`src/rtl/gcd_arbiter_if.sv`:
```
// Requester, engine and response signal bundle for gcd_arbiter.
// slave is the arbiter's view; master is the view of the surrounding logic.
interface gcd_arbiter_if #(
  parameter int unsigned N_REQ = 4,
  parameter int unsigned WIDTH = 8,
  parameter int unsigned ID_W  = 2
);
  logic [N_REQ-1:0]       req_valid_i;
  logic [N_REQ-1:0]       req_ready_o;
  logic [N_REQ*WIDTH-1:0] req_a_i;
  logic [N_REQ*WIDTH-1:0] req_b_i;
  logic                   eng_valid_o;
  logic [WIDTH-1:0]       eng_a_o;
  logic [WIDTH-1:0]       eng_b_o;
  logic [WIDTH-1:0]       eng_gcd_i;
  logic                   eng_valid_i;
  logic                   rsp_valid_o;
  logic                   rsp_ready_i;
  logic [ID_W-1:0]        rsp_id_o;
  logic [WIDTH-1:0]       rsp_gcd_o;
  logic                   busy_o;
  logic                   err_o;

  modport slave (
    input  req_valid_i, req_a_i, req_b_i, eng_gcd_i, eng_valid_i, rsp_ready_i,
    output req_ready_o, eng_valid_o, eng_a_o, eng_b_o, rsp_valid_o, rsp_id_o,
           rsp_gcd_o, busy_o, err_o
  );

  modport master (
    output req_valid_i, req_a_i, req_b_i, eng_gcd_i, eng_valid_i, rsp_ready_i,
    input  req_ready_o, eng_valid_o, eng_a_o, eng_b_o, rsp_valid_o, rsp_id_o,
           rsp_gcd_o, busy_o, err_o
  );
endinterface

```
`src/rtl/gcd_arbiter.sv`:
```
// Round-robin arbiter sharing one GCD engine among N_REQ requesters, one job in flight.
// Define GCD_ARB_BYPASS_EN to answer trivial jobs (zero or equal operands) without the engine.
module gcd_arbiter #(
  parameter int unsigned N_REQ = 4,
  parameter int unsigned WIDTH = 8,
  parameter int unsigned ID_W  = 2
) (
  input  logic         clk_i,
  input  logic         rst_i,
  gcd_arbiter_if.slave bus
);

  localparam logic [1:0] S_IDLE  = 2'd0;
  localparam logic [1:0] S_ISSUE = 2'd1;
  localparam logic [1:0] S_WAIT  = 2'd2;
  localparam logic [1:0] S_RESP  = 2'd3;

  logic [1:0]       state_q, state_d;
  logic [ID_W-1:0]  rr_last_q, rr_last_d;
  logic [ID_W-1:0]  id_q, id_d;
  logic [WIDTH-1:0] a_q, a_d, b_q, b_d, gcd_q, gcd_d;
  logic             eng_valid_q, eng_valid_d;
  logic             rsp_valid_q, rsp_valid_d;
  logic             busy_q, busy_d;
  logic             err_q, err_d;

  logic [WIDTH-1:0] a_arr [N_REQ];
  logic [WIDTH-1:0] b_arr [N_REQ];
  logic [WIDTH-1:0] sel_a, sel_b;
  logic [ID_W-1:0]  grant_idx;
  logic             grant_found;
  logic             accept;
  logic             bypass;

  for (genvar k = 0; k < N_REQ; k++) begin : g_unpack
    assign a_arr[k] = bus.req_a_i[k*WIDTH +: WIDTH];
    assign b_arr[k] = bus.req_b_i[k*WIDTH +: WIDTH];
  end

  // Round-robin search: indices above rr_last first, then wrap to the rest.
  always_comb begin
    grant_found = 1'b0;
    grant_idx   = '0;
    for (int unsigned k = 0; k < N_REQ; k++) begin
      if (!grant_found && bus.req_valid_i[k] && (k > 32'(rr_last_q))) begin
        grant_found = 1'b1;
        grant_idx   = ID_W'(k);
      end
    end
    for (int unsigned k = 0; k < N_REQ; k++) begin
      if (!grant_found && bus.req_valid_i[k] && (k <= 32'(rr_last_q))) begin
        grant_found = 1'b1;
        grant_idx   = ID_W'(k);
      end
    end
  end

  assign sel_a  = a_arr[grant_idx];
  assign sel_b  = b_arr[grant_idx];
  assign accept = (state_q == S_IDLE) && grant_found;

`ifdef GCD_ARB_BYPASS_EN
  assign bypass = (sel_a == '0) || (sel_b == '0) || (sel_a == sel_b);
`else
  assign bypass = 1'b0;
`endif

  // Grant is combinational so the requester sees it in the same IDLE cycle; forced low in reset.
  assign bus.req_ready_o = (accept && rst_i) ? (N_REQ'(1) << grant_idx) : '0;

  always_comb begin
    state_d     = state_q;
    rr_last_d   = rr_last_q;
    id_d        = id_q;
    a_d         = a_q;
    b_d         = b_q;
    gcd_d       = gcd_q;
    eng_valid_d = 1'b0;
    rsp_valid_d = rsp_valid_q;
    err_d       = err_q;
    case (state_q)
      S_IDLE: begin
        if (accept) begin
          rr_last_d = grant_idx;
          id_d      = grant_idx;
          a_d       = sel_a;
          b_d       = sel_b;
          if (bypass) begin
            state_d     = S_RESP;
            rsp_valid_d = 1'b1;
            gcd_d       = (sel_a == '0) ? sel_b : sel_a;
          end else begin
            state_d     = S_ISSUE;
            eng_valid_d = 1'b1;
          end
        end
      end
      S_ISSUE: state_d = S_WAIT;
      S_WAIT: begin
        if (bus.eng_valid_i) begin
          gcd_d       = bus.eng_gcd_i;
          rsp_valid_d = 1'b1;
          state_d     = S_RESP;
        end
      end
      S_RESP: begin
        if (bus.rsp_ready_i) begin
          rsp_valid_d = 1'b0;
          state_d     = S_IDLE;
        end
      end
      default: state_d = S_IDLE;
    endcase
    if (bus.eng_valid_i && (state_q != S_WAIT)) err_d = 1'b1;
    busy_d = (state_d != S_IDLE);
  end

  always_ff @(posedge clk_i or negedge rst_i) begin
    if (!rst_i) begin
      state_q     <= S_IDLE;
      rr_last_q   <= ID_W'(N_REQ - 1);
      id_q        <= '0;
      a_q         <= '0;
      b_q         <= '0;
      gcd_q       <= '0;
      eng_valid_q <= 1'b0;
      rsp_valid_q <= 1'b0;
      busy_q      <= 1'b0;
      err_q       <= 1'b0;
    end else begin
      state_q     <= state_d;
      rr_last_q   <= rr_last_d;
      id_q        <= id_d;
      a_q         <= a_d;
      b_q         <= b_d;
      gcd_q       <= gcd_d;
      eng_valid_q <= eng_valid_d;
      rsp_valid_q <= rsp_valid_d;
      busy_q      <= busy_d;
      err_q       <= err_d;
    end
  end

  assign bus.eng_valid_o = eng_valid_q;
  assign bus.eng_a_o     = a_q;
  assign bus.eng_b_o     = b_q;
  assign bus.rsp_valid_o = rsp_valid_q;
  assign bus.rsp_id_o    = id_q;
  assign bus.rsp_gcd_o   = gcd_q;
  assign bus.busy_o      = busy_q;
  assign bus.err_o       = err_q;

endmodule

```
`src/flat_wrapper.sv`:
```
// flat-port wrapper written by rule: the top's interface ports become plain ports
module gcd_arbiter_flat 
#(
  parameter int unsigned N_REQ = 4,
  parameter int unsigned WIDTH = 8,
  parameter int unsigned ID_W  = 2
)
  (clk_i, rst_i, bus_req_valid_i, bus_req_a_i, bus_req_b_i, bus_eng_gcd_i, bus_eng_valid_i, bus_rsp_ready_i, bus_req_ready_o, bus_eng_valid_o, bus_eng_a_o, bus_eng_b_o, bus_rsp_valid_o, bus_rsp_id_o, bus_rsp_gcd_o, bus_busy_o, bus_err_o);
  gcd_arbiter_if #(.N_REQ(N_REQ), .WIDTH(WIDTH), .ID_W(ID_W)) bus_i ();
  input  logic clk_i;
  input  logic rst_i;
  input wire logic [$bits(bus_i.req_valid_i)-1:0] bus_req_valid_i;
  input wire logic [$bits(bus_i.req_a_i)-1:0] bus_req_a_i;
  input wire logic [$bits(bus_i.req_b_i)-1:0] bus_req_b_i;
  input wire logic [$bits(bus_i.eng_gcd_i)-1:0] bus_eng_gcd_i;
  input wire logic [$bits(bus_i.eng_valid_i)-1:0] bus_eng_valid_i;
  input wire logic [$bits(bus_i.rsp_ready_i)-1:0] bus_rsp_ready_i;
  output wire logic [$bits(bus_i.req_ready_o)-1:0] bus_req_ready_o;
  output wire logic [$bits(bus_i.eng_valid_o)-1:0] bus_eng_valid_o;
  output wire logic [$bits(bus_i.eng_a_o)-1:0] bus_eng_a_o;
  output wire logic [$bits(bus_i.eng_b_o)-1:0] bus_eng_b_o;
  output wire logic [$bits(bus_i.rsp_valid_o)-1:0] bus_rsp_valid_o;
  output wire logic [$bits(bus_i.rsp_id_o)-1:0] bus_rsp_id_o;
  output wire logic [$bits(bus_i.rsp_gcd_o)-1:0] bus_rsp_gcd_o;
  output wire logic [$bits(bus_i.busy_o)-1:0] bus_busy_o;
  output wire logic [$bits(bus_i.err_o)-1:0] bus_err_o;
  assign bus_i.req_valid_i = bus_req_valid_i;
  assign bus_i.req_a_i = bus_req_a_i;
  assign bus_i.req_b_i = bus_req_b_i;
  assign bus_i.eng_gcd_i = bus_eng_gcd_i;
  assign bus_i.eng_valid_i = bus_eng_valid_i;
  assign bus_i.rsp_ready_i = bus_rsp_ready_i;
  assign bus_req_ready_o = bus_i.req_ready_o;
  assign bus_eng_valid_o = bus_i.eng_valid_o;
  assign bus_eng_a_o = bus_i.eng_a_o;
  assign bus_eng_b_o = bus_i.eng_b_o;
  assign bus_rsp_valid_o = bus_i.rsp_valid_o;
  assign bus_rsp_id_o = bus_i.rsp_id_o;
  assign bus_rsp_gcd_o = bus_i.rsp_gcd_o;
  assign bus_busy_o = bus_i.busy_o;
  assign bus_err_o = bus_i.err_o;
  gcd_arbiter #(.N_REQ(N_REQ), .WIDTH(WIDTH), .ID_W(ID_W)) u_core (.clk_i(clk_i), .rst_i(rst_i), .bus(bus_i));
endmodule
```
`config.mk`:
```
export PLATFORM = sky130hd
export DESIGN_NAME = gcd_arbiter_flat
export DESIGN_NICKNAME = d
export VERILOG_FILES = /design/src/rtl/gcd_arbiter_if.sv /design/src/rtl/gcd_arbiter.sv /design/src/flat_wrapper.sv
export SDC_FILE = /design/constraint.sdc
export NUM_CORES = 1
export LEC_CHECK = 0
export CAP_MARGIN = 20
export CORE_AREA = 5 5 66 91
export CTS_CLUSTER_SIZE = 24
export DETAILED_ROUTE_END_ITERATION = 6
export DIE_AREA = 0 0 71 96
export GPL_ROUTABILITY_DRIVEN = 0
export GPL_TIMING_DRIVEN = 0
export PLACE_DENSITY = 0.82
export SETUP_SLACK_MARGIN = 0.2
export SYNTH_ARGS = -nofsm -noshare
export SYNTH_HDL_FRONTEND = slang
export SYNTH_SLANG_ARGS = --single-unit
```
`constraint.sdc`:
```
create_clock -name clk_i -period 3.9 [get_ports clk_i]
set_input_delay 0.78 -clock clk_i [delete_from_list [all_inputs] [get_ports clk_i]]
set_output_delay 0.78 -clock clk_i [all_outputs]
set_load 0.005 [all_outputs]
```
* Yosys cells after proc, flatten, opt, wreduce, memory -nomap -nowiden
Cells that the tools add are included.
** Word-level totals
- Word-level logic and storage cells :: 82
- Output and inout bits :: 34
- Bits of input ports :: 80
- Flip-flop bits (word level) :: 34
** Cells by class
- Equality and inequality tests :: 6
- Bitwise gates (word level) :: 1
- Reductions and logical operators :: 27
- Multiplexer cells :: 30
- Order comparisons :: 7
- Shifts and indexed selects :: 1
** Operators with widths (count)
- $bmux 8 s2 :: 2
- $mux 8 :: 4
- $mux 2 :: 9
- $logic_and 1x1->1 :: 15
- $mux 1 :: 12
- $pmux 2 s4 :: 1
- $logic_not 1->1 :: 6
- $ne 2x2->1 const B :: 3
- $eq 2x2->1 const B :: 2
- $gt 2x2->1 const A :: 2
- $le 2x2->1 const A :: 2
- $mux 4 :: 1
- $reduce_and 2->1 :: 2
- $reduce_bool 2->1 :: 2
- $shl 1x2->4 const A :: 1
- $ge 3x3->1 const B :: 1
- $not 2->3 :: 1
- $reduce_and 3->1 :: 1
- $eq 2x1->1 const B :: 1
- $gt 1x2->1 const A :: 1
- $le 1x2->1 const A :: 1
- $logic_not 2->1 :: 1
- $pmux 1 s2 :: 1

* Depth between registers and ports, before layout
Gate-level depths: netlist of run 1.
- Depth after elaboration :: 30
- Mapped depth :: 7
- Mapped depth without buffers :: 5

* Worst setup path after synthesis of run 1
Ideal clock, no wire load.
- Path type :: input-to-output
- From :: input port bus_req_valid_i[0]
- To :: output port bus_req_ready_o[3]
- Required time :: 3120 ps
- Data arrival time :: 1727 ps
- Stages on the path :: 7
- Slack :: 1393 ps
- Buffers on the path :: 3
- Cell sequence :: buf_2 -> nor3_1 -> a221o_1 -> buf_2 -> buf_2 -> nand2_1 -> nor2_1
** On the way
- Word-level cells in the longest chain between the ends :: 17
- Elaborated cells on any way between the ends :: 22
- Those cells by class :: shift (1); mux (9); reduce/logical (12)
** RTL lines
- start, declared :: line flat_wrapper.sv:12 : input wire logic [$bits(bus_i.req_valid_i)-1:0] bus_req_valid_i;
- $logic_and 1x1->1 (*) :: line gcd_arbiter.sv:51 : if (!grant_found && bus.req_valid_i[k] && (k <= 32'(rr_last_q))) begin
- $mux 1 :: line gcd_arbiter.sv:51
- $logic_not 1->1 :: line gcd_arbiter.sv:51
- $logic_and 1x1->1 (2 in a row) :: line gcd_arbiter.sv:51
- $mux 1 :: line gcd_arbiter.sv:51
- $logic_not 1->1 :: line gcd_arbiter.sv:51
- $logic_and 1x1->1 (2 in a row) :: line gcd_arbiter.sv:51
- $mux 1 :: line gcd_arbiter.sv:51
- $logic_not 1->1 :: line gcd_arbiter.sv:51
- $logic_and 1x1->1 (2 in a row) :: line gcd_arbiter.sv:51
- $mux 1 :: line gcd_arbiter.sv:51
- $logic_and 1x1->1 :: line gcd_arbiter.sv:60 : assign accept = (state_q == S_IDLE) && grant_found;
- $logic_and 1x1->1 :: line gcd_arbiter.sv:69 : assign bus.req_ready_o = (accept && rst_i) ? (N_REQ'(1) << grant_idx) : '0;
- $mux 4 (*) :: line gcd_arbiter.sv:69
- end, declared :: line flat_wrapper.sv:18 : output wire logic [$bits(bus_i.req_ready_o)-1:0] bus_req_ready_o;
Every way passes the cells marked *; elsewhere a longest branch is shown, timed or not.

* Final worst setup path of run 1
- From :: input port bus_req_valid_i[2]
- To :: output port bus_req_ready_o[0]
** On the way
- Word-level cells in the longest chain between the ends :: 25
- Elaborated cells on any way between the ends :: 32
- Those cells by class :: shift (1); mux (13); reduce/logical (18)
** RTL lines
- $logic_and 1x1->1 (2 in a row) :: line gcd_arbiter.sv:45 : if (!grant_found && bus.req_valid_i[k] && (k > 32'(rr_last_q))) begin
- $mux 1 :: line gcd_arbiter.sv:45
- $logic_not 1->1 :: line gcd_arbiter.sv:45
- $logic_and 1x1->1 (2 in a row) :: line gcd_arbiter.sv:45
- $mux 1 :: line gcd_arbiter.sv:45
- $logic_not 1->1 :: line gcd_arbiter.sv:51
- $logic_and 1x1->1 :: line gcd_arbiter.sv:51
- $mux 1 :: line gcd_arbiter.sv:51
- [5 not listed]
- $logic_and 1x1->1 (2 in a row) :: line gcd_arbiter.sv:51
- $mux 1 :: line gcd_arbiter.sv:51
- $logic_not 1->1 :: line gcd_arbiter.sv:51
- $logic_and 1x1->1 (2 in a row) :: line gcd_arbiter.sv:51
- $mux 1 :: line gcd_arbiter.sv:51
- $logic_and 1x1->1 :: line gcd_arbiter.sv:60
- $logic_and 1x1->1 :: line gcd_arbiter.sv:69
- $mux 4 (*) :: line gcd_arbiter.sv:69
Marked as above.

==> flow_summary.toml, run 1 <==
[timing]
fin_ws_ns = 0.268
min_period_over_period_pct = 93.1
slew_headroom_pct = 45.8
hold_slack_ns = 0.459
hold_viol_final = 0
clock.fmax_ghz = 0.275
period_needed_ns = 3.63
drv_slew = 0
fin_tns_setup_ns = 0
clock_skew_ns = 0.00584
setup_viol = 0
worst_slew_pin_slew_ns = 0.813
grt_setup_unrepaired = "no"

[synthesis]
synth_compound_area_share_pct = 30.5
synth_fa_ha_area_share_pct = 0
synth-async-reset-ratio_pct = 100
synth-seq-cells = 34
synth_top_family_by_area = "compound AO/OA/AOI/OAI gates"
yosys_warnings = 0
synthSimpleGateAreaFrac_pct = 16.0
synth-main-ff-cell = "dfrtp_1"
netlist_instances = 213
synthXorXnorAreaFrac_pct = 0
synth_nets = 293
avgSynthCellArea_um2 = 9.22
synthMuxAreaShare_pct = 4.59
synth_cell_type_count = 34
ys_seq_area_share_pct = 43.5
synth_area_um2 = 1960
synth_edf_count = 0

[clock_tree]
cts_tree = "done"
cts_max_path_buffers = 2
clk_latency_ns = 0.29
cts_inserted_buffers = 5
cts-hold-fix-buffers = 0
clockRootBuffer = "clkbuf_8"
cts_max_level = 2
path_clk_slew_ns = 0.07
clock_sinks = 34

[drt]
vias_per_cell = 5.59
dr.first_iter.drc_count = 171
wirelength_um = 7330
num_vias = 2246
wl_per_cell_um = 18.2
drtPass1Iterations = 4
drc_errors = 0
ant_nets = 0

[grt]
grt_start_max_net_pins = 36
overflow = 0
grt_usage_pct = 21.3
antenna_found_initial = 0
grtUsageMet3_pct = 4.18
grt_first_pass_wirelength_um = 11400
top_usage_layer = "met2"
grtUsageMet1_pct = 25.5
grt_pass1_vias = 2286
use_met2_pct = 38.1

[power]
p_total_mw = 2.02
p_per_area_nw_per_um2 = 608
leakagePower_nw = 1.29
peakVddDrop_mv = 0.348

[layout]
final_common_cell = "clkdlybuf4s50_1"
final_nets = 415
final_cells = 402
area_delta_synth_final_pct = 69.5
utilization_pct = 65.0
fin_area_um2 = 3330
drive_above_1_share_pct = 12.5
final_cell_mix = "clkdlybuf4s50_1 (110), dfrtp_1 (32), nor2_1 (25)"
antenna_cells = 0

[critical_path]
crit_type = "in -> out"
cp_max_fo = 10
arrival_ns = 2.85
start_kind = "input pin"
cp-end-kind = "output port"
cp.required_ns = 3.12

[status]
status = "completed"

[floorplan]
fp.dieW_um = 71
core_area_um2 = 5120
die_area_um2 = 6820
rows = 31
io_pins = 114
fp.dieH_um = 96
start_util_pct = 38.3

[placement]
placed_area_um2 = 3160
port_buffers = 112
dp_hpwl_um = 5450
pre_cts_slack_ns = 0.102
dp.cells = 391

[hold_path]
holdCritPathClass = "reg -> reg"

[flow_run]
maxCapViolCount = 0
kinds of logic (layout without fill, tap and decap cells):
group	count (synthesis)	in the layout
compound gates	82	82
simple gates	65	65
flops	34	34
buf+inv	24	147
mux	8	8
cells in the mapped netlist, drive strengths merged (3+ instances only):
cell type,instances,share of area (%)
a32oi,16,7.1
mux2,8,4.6
a21oi,3,0.96
nor2,25,4.8
nand2,11,2.1
and2,16,5.1
clkbuf,9,1.7
o21ai,20,5.3
inv,3,0.57
dfrtp,32,41
nand2b,4,1.3
buf,12,3.2
a41oi,16,7.1
a31oi,16,5.1
path summary, 6_finish.rpt:
check	from	end	slack, ns	cells past startpoint
max	bus_req_valid_i[2]	bus_req_ready_o[0]	0.27	7
max reg2reg	u_core.rr_last_q[1]$_DFFE_PN1P_	u_core.bus.eng_a_o[4]$_DFFE_PN0P_	1.92	7
max in group asynchronous	rst_i	u_core.bus.eng_a_o[4]$_DFFE_PN0P_	2.80	1
min	u_core.bus.err_o$_DFFE_PN0P_	u_core.bus.err_o$_DFFE_PN0P_	0.46	1
min in group asynchronous	rst_i	u_core.bus.rsp_gcd_o[7]$_DFFE_PN0P_	0.58	1
min reg2reg	u_core.bus.err_o$_DFFE_PN0P_	u_core.bus.err_o$_DFFE_PN0P_	0.46	1
worst max-delay path: stages:
cell             delay, ns
clkdlybuf4s50_1       0.50
or2_4                 0.30
a21oi_2               0.29
buf_2                 0.29
nor2_1                0.07
nor2_1                0.09
clkdlybuf4s50_1       0.51
layout make-up:
class | count | area (µm²)
Sequential cell | 34 | 853
Buffer | 21 | 105
Tap cell | 66 | 82.6
Clock buffer | 5 | 68.8
Timing Repair Buffer | 115 | 1140
Clock inverter | 3 | 40.0
Fill cell | 439 | 1790
Inverter | 3 | 11.3
Multi-Input combinational cell | 155 | 1020
what timing repair did:
action / CTS / global route
gates resized for setup: 4 / 9
buffers inserted: 0 / 3
setup endpoints to repair: 4 / 4
endpoints found under the hold margin: 0 / 0
pin swaps: 0 / 1
sequential cells by signal, indices dropped and copies added (netlist names):
name,cells
u_core.bus.busy_o,1
u_core.bus.eng_a_o,8
u_core.bus.eng_b_o,8
u_core.bus.eng_valid_o,1
u_core.bus.err_o,1
u_core.bus.rsp_gcd_o,8
u_core.bus.rsp_id_o,2
u_core.bus.rsp_valid_o,1
u_core.rr_last_q,2
u_core.state_q,2
layer usage:
metal	part of all wire [%]	vias up
li1	-	1052
met1	40	1091
met2	52	96
met3	6.8	7
met4	1.1	0
met5	0	-
power by group:
part	switching (mW)	total [mW]	leakage, nW	internal, mW
registers	0.0985	0.629	0.382	0.531
clock network	0.131	0.319	0.0579	0.188
logic	0.484	1.08	0.850	0.591
total	0.714	2.02	1.29	1.31
(Power assumes the default switching activity.)
==> run 2, diff against run 1 <==
Settings changed: DONT_BUFFER_PORTS set to 1, GPL_ROUTABILITY_DRIVEN 0 to unset, PLACE_DENSITY 0.82 to unset.
==> run 2 against run 1 <==
Net effect:
- critical endpoint is now bus_req_ready_o[2]
- total power is 17% lower
- register-to-register slack gained 0.09 ns
- sequential power is 6.7% higher
==> flow_summary.toml, run 2 (same netlist as run 1, synthesis figures left out) <==
[timing]
clock_skew_ns = 0.00817
period_needed_ns = 2.83
fin_ws_ns = 1.07
min_period_over_period_pct = 72.6
clock.fmax_ghz = 0.353
drv_slew = 0
slew_headroom_pct = 61.1
hold_slack_ns = 0.169
setup_viol = 0
grt_setup_unrepaired = "no"
worst_slew_pin_slew_ns = 0.580
fin_tns_setup_ns = 0
hold_viol_final = 0

[drt]
num_vias = 1803
wl_met3_um = 553
dr.max_layer_used = "met4"
drc_errors = 0
wl_per_cell_um = 21.9
wirelength_um = 6280
drtPass1Iterations = 4
drt-met1-wl_um = 2500
vias_per_cell = 6.28
dr.first_iter.drc_count = 66
met2_length_um = 3110
ant_nets = 0

[layout]
final_cells = 287
drive_above_1_share_pct = 14.9
final_cell_mix = "dfrtp_1 (32), nor2_1 (25), o21ai_0 (18)"
antenna_cells = 0
utilization_pct = 42.6
multi_input_area_um2 = 1000
area_delta_synth_final_pct = 11.2
final_common_cell = "dfrtp_1"
fin_area_um2 = 2180
regArea_um2 = 853
final_nets = 300
fillCellCount = 520

[critical_path]
critPathMostFrequentCell = "nor2_1"
cp_slowest_cell = "dfrtp_1"
cp-end-kind = "output port"
crit_type = "reg -> out"
worst_r2r_path_depth = 5
crit_path_max_incr_delay_ns = 0.44
start_kind = "flop"
crit_chain = "nor2_1, o31ai_2, inv_1, clkbuf_1, nand2_1, nor2_1"
arrival_ns = 2.05
cp_max_fo = 10
cp.required_ns = 3.12

[power]
p_per_area_nw_per_um2 = 773
p_total_mw = 1.69
seqPwrFrac_pct = 39.8
leakagePower_nw = 0.823
combPwrFrac_pct = 36.8
peakVddDrop_mv = 0.305
clock_power_share_pct = 23.4
p_int_mw = 1.05
p_sw_mw = 0.641
sw_frac_of_total_pct = 38.0

[grt]
antenna_found_initial = 0
grt_usage_pct = 18.4
overflow = 0
grt_pass1_vias = 1795
grt_start_max_net_pins = 36
grt_first_pass_wirelength_um = 9520

[clock_tree]
path_clk_slew_ns = 0.08
clock_sinks = 34
cts-hold-fix-buffers = 0
cts_inserted_buffers = 5
clk_latency_ns = 0.29
cts-resized-gates = 0
cts_max_level = 2
cts_max_path_buffers = 2
clockRootBuffer = "clkbuf_8"
post-cts-setup-buffers = 0
cts_tree = "done"

[placement]
port_buffers = 0
routabilityCongestion = 0.843
dp_hpwl_um = 4700
pre_cts_slack_ns = 1.10
dp.cells = 279
placed_area_um2 = 2050

[floorplan]
die_area_um2 = 6820
start_util_pct = 38.3
fp.dieH_um = 96
rows = 31
fp.dieW_um = 71
core_area_um2 = 5120
io_pins = 114

[hold_path]
holdCritPathClass = "in -> async"

[status]
status = "completed"

[flow_run]
maxCapViolCount = 0
-- run 2: worst paths after layout --
| path | slack (ns) | to | from |
|---|---|---|---|
| max reg2reg | 2.01 | u_core.bus.eng_a_o[5]$_DFFE_PN0P_ | u_core.rr_last_q[0]$_DFFE_PN1P_ |
| min | 0.17 | u_core.bus.rsp_gcd_o[0]$_DFFE_PN0P_ | rst_i |
| min in group clk_i | 0.49 | u_core.bus.err_o$_DFFE_PN0P_ | u_core.bus.err_o$_DFFE_PN0P_ |
| max in group asynchronous | 3.55 | u_core.rr_last_q[1]$_DFFE_PN1P_ | rst_i |
| max | 1.07 | bus_req_ready_o[2] | u_core.state_q[1]$_DFF_PN0_ |
| min reg2reg | 0.49 | u_core.bus.err_o$_DFFE_PN0P_ | u_core.bus.err_o$_DFFE_PN0P_ |
-- run 2: final cells by class --
| class | instances | share of cell area [%] |
|---|---|---|
| plain buffers | 21 | 4.41 |
| clock buffers | 5 | 3.15 |
| clock inverters | 3 | 3.15 |
| inverters | 3 | 0.516 |
| multi-input cells | 155 | 45.9 |
| flip-flops and latches | 34 | 39.1 |
| well taps | 66 | 3.78 |
-- run 2: critical path, delay by kind of cell (launching register included) --
| family | cells | cell delay, ns |
|---|---|---|
| compound gates | 1 | 0.14 |
| buf+inv | 2 | 0.52 |
| flops | 1 | 0.44 |
| simple gates | 3 | 0.67 |
-- run 2: power groups by stage --
stage                     registers [mW]  clock network [mW]  logic (mW)
after floorplan                    0.639                   0       0.492
after global placement             0.683                   0       0.614
after detailed placement           0.685                   0       0.625
after CTS                          0.679               0.402       0.626
after global routing               0.694               0.419       0.699
final                              0.671               0.396       0.621
-- run 2: routing by layer --
metal | vias up | GRT usage [%]
met5 | - | 0
met3 | 11 | 5.54
li1 | 825 | -
met2 | 89 | 30.4
met4 | 0 | 7.99
met1 | 878 | 22.0
==> run 3, diff against run 2 <==
Clock period 3.9 ns to 2.5 ns, I/O delays scaled along.
==> run 3 against run 2 <==
Net effect:
- clock skew is 0.00086 ns higher
- clock-buffer cell count stayed put
- worst setup slack worse by 0.81 ns
- global-route usage is 0.55 points higher
- routed wire length is 3.2% higher
- total power is 66% higher
- combinational power is 80% higher
- sequential power is 58% higher
- highest routed layer unchanged
==> flow_summary.toml, run 3 (same netlist as run 1, synthesis figures left out) <==
[clock_tree]
cts_max_level = 2
cts_max_path_buffers = 2
path_clk_slew_ns = 0.08
clockRootBuffer = "clkbuf_8"
cts_inserted_buffers = 5
clock_sinks = 34
clk_latency_ns = 0.29
cts_tree = "done"

[timing]
fin_tns_setup_ns = 0
period_needed_ns = 2.24
clock_skew_ns = 0.00903
hold_slack_ns = 0.0244
drv_slew = 0
min_period_over_period_pct = 89.6
grt_setup_unrepaired = "yes"
setup_viol = 0
worst_slew_pin_slew_ns = 0.499
clock.fmax_ghz = 0.446
hold_viol_final = 0
slew_headroom_pct = 66.8

[floorplan]
fp.dieW_um = 71
die_area_um2 = 6820
fp.dieH_um = 96
io_pins = 114
rows = 31
core_area_um2 = 5120
start_util_pct = 38.3

[critical_path]
cp_max_fo = 10
arrival_ns = 1.74
crit_type = "reg -> out"
start_kind = "flop"
cp.required_ns = 2.00
worst_r2r_path_depth = 6
critPathMostFrequentCell = "buf_6"
crit_path_max_incr_delay_ns = 0.60
r2r-start = "u_core.rr_last_q[0]$_DFFE_PN1P_"
reg2reg_slack_ns = 0.70
reg2reg_to = "u_core.bus.eng_b_o[0]$_DFFE_PN0P_"
crit_chain = "inv_2, a221o_1, buf_6, buf_6, nand2_1, nor2_1"
cp-end-kind = "output port"
critPathTopFamily = "flip-flops"
cp_slowest_cell = "dfstp_2"
crit_buf_inv = 3

[power]
peakVddDrop_mv = 0.476
leakagePower_nw = 0.885
p_per_area_nw_per_um2 = 1210

[drt]
wirelength_um = 6480
num_vias = 1802
ant_nets = 0
wl_per_cell_um = 22.3
drtPass1Iterations = 4
drc_errors = 0
dr.first_iter.drc_count = 111
vias_per_cell = 6.19

[placement]
dp_hpwl_um = 4700
port_buffers = 0
routabilityCongestion = 0.843
dp.cells = 279
placed_area_um2 = 2050

[grt]
top_usage_layer = "met2"
grt_start_max_net_pins = 33
grtUsageMet1_pct = 22.6
overflow = 0
antenna_found_initial = 0
grt_pass1_vias = 1838
grt_first_pass_wirelength_um = 9780
grt_usage_pct = 18.9
use_met2_pct = 31.8
grtUsageMet3_pct = 5.33

[layout]
final_common_cell = "dfrtp_1"
final_cell_mix = "dfrtp_1 (32), nor2_1 (23), o21ai_0 (18)"
multi_input_area_um2 = 1040
fillCellCount = 514
fin_area_um2 = 2310
antenna_cells = 0
final_cells = 291
final_nets = 304
utilization_pct = 45.2
drive_above_1_share_pct = 20.4
area_delta_synth_final_pct = 17.8
regArea_um2 = 853

[status]
status = "completed"

[flow_run]
maxCapViolCount = 0

[hold_path]
holdCritPathClass = "in -> async"
[run 3: per-stage QoR]
step / setup WS (ns) / power (mW)
after global routing: 0.185 / 2.99
final: 0.259 / 2.80
after global placement: 0.241 / 2.02
after CTS: 0.202 / 2.76
after detailed placement: 0.257 / 2.04
after floorplan: 0.553 / 1.76
[run 3: layer usage]
layer / vias to the layer above / part of all wire (%)
met5: - / 0
met4: 0 / 1.3
met3: 7 / 8.3
met2: 81 / 51
met1: 885 / 39
li1: 829 / -
[run 3: worst max-delay path by stage]
stage,depth (start not counted),endpoint,from,slack (ns)
4_1_cts,5,bus_req_ready_o[0],u_core.rr_last_q[0]$_DFFE_PN1P_,0.20
2_1_floorplan,7,bus_req_ready_o[3],bus_req_valid_i[0],0.55
5_1_grt,6,bus_req_ready_o[1],u_core.rr_last_q[0]$_DFFE_PN1P_,0.18
6_report,6,bus_req_ready_o[3],u_core.rr_last_q[0]$_DFFE_PN1P_,0.26
3_3_place_gp,6,bus_req_ready_o[0],bus_req_valid_i[0],0.24
3_5_place_dp,6,bus_req_ready_o[0],bus_req_valid_i[0],0.26
[run 3: final cells by class]
class                           instances  area share (%)
Multi-Input combinational cell        155            45.0
Sequential cell                        34            36.9
Buffer                                 21            6.27
Tap cell                               66            3.57
Clock buffer                            5            2.97
Clock inverter                          3            2.97
Timing Repair Buffer                    4            1.84
Inverter                                3           0.487
[run 3: report_power, final]
group	internal, mW	total (mW)	switching (mW)
combinational	0.513	1.12	0.606
clock	0.400	0.620	0.221
sequential	0.830	1.06	0.227
total	1.74	2.80	1.05
[run 3: what timing repair did]
action / in CTS / in global routing
pin swaps: 1 / 0
hold endpoints to repair: 32 / 0
setup endpoints to repair: 4 / 4
buffers inserted: 3 / 0
hold buffers: 1 / 0
resized for setup: 12 / 20
[run 3: worst reg2reg max path, cell delays in order (launching register included)]
cell and delay, ns:
dfstp_2 0.60, inv_2 0.08, a221o_1 0.36, buf_6 0.15
buf_6 0.14, a32oi_1 0.25, a31oi_1 0.11
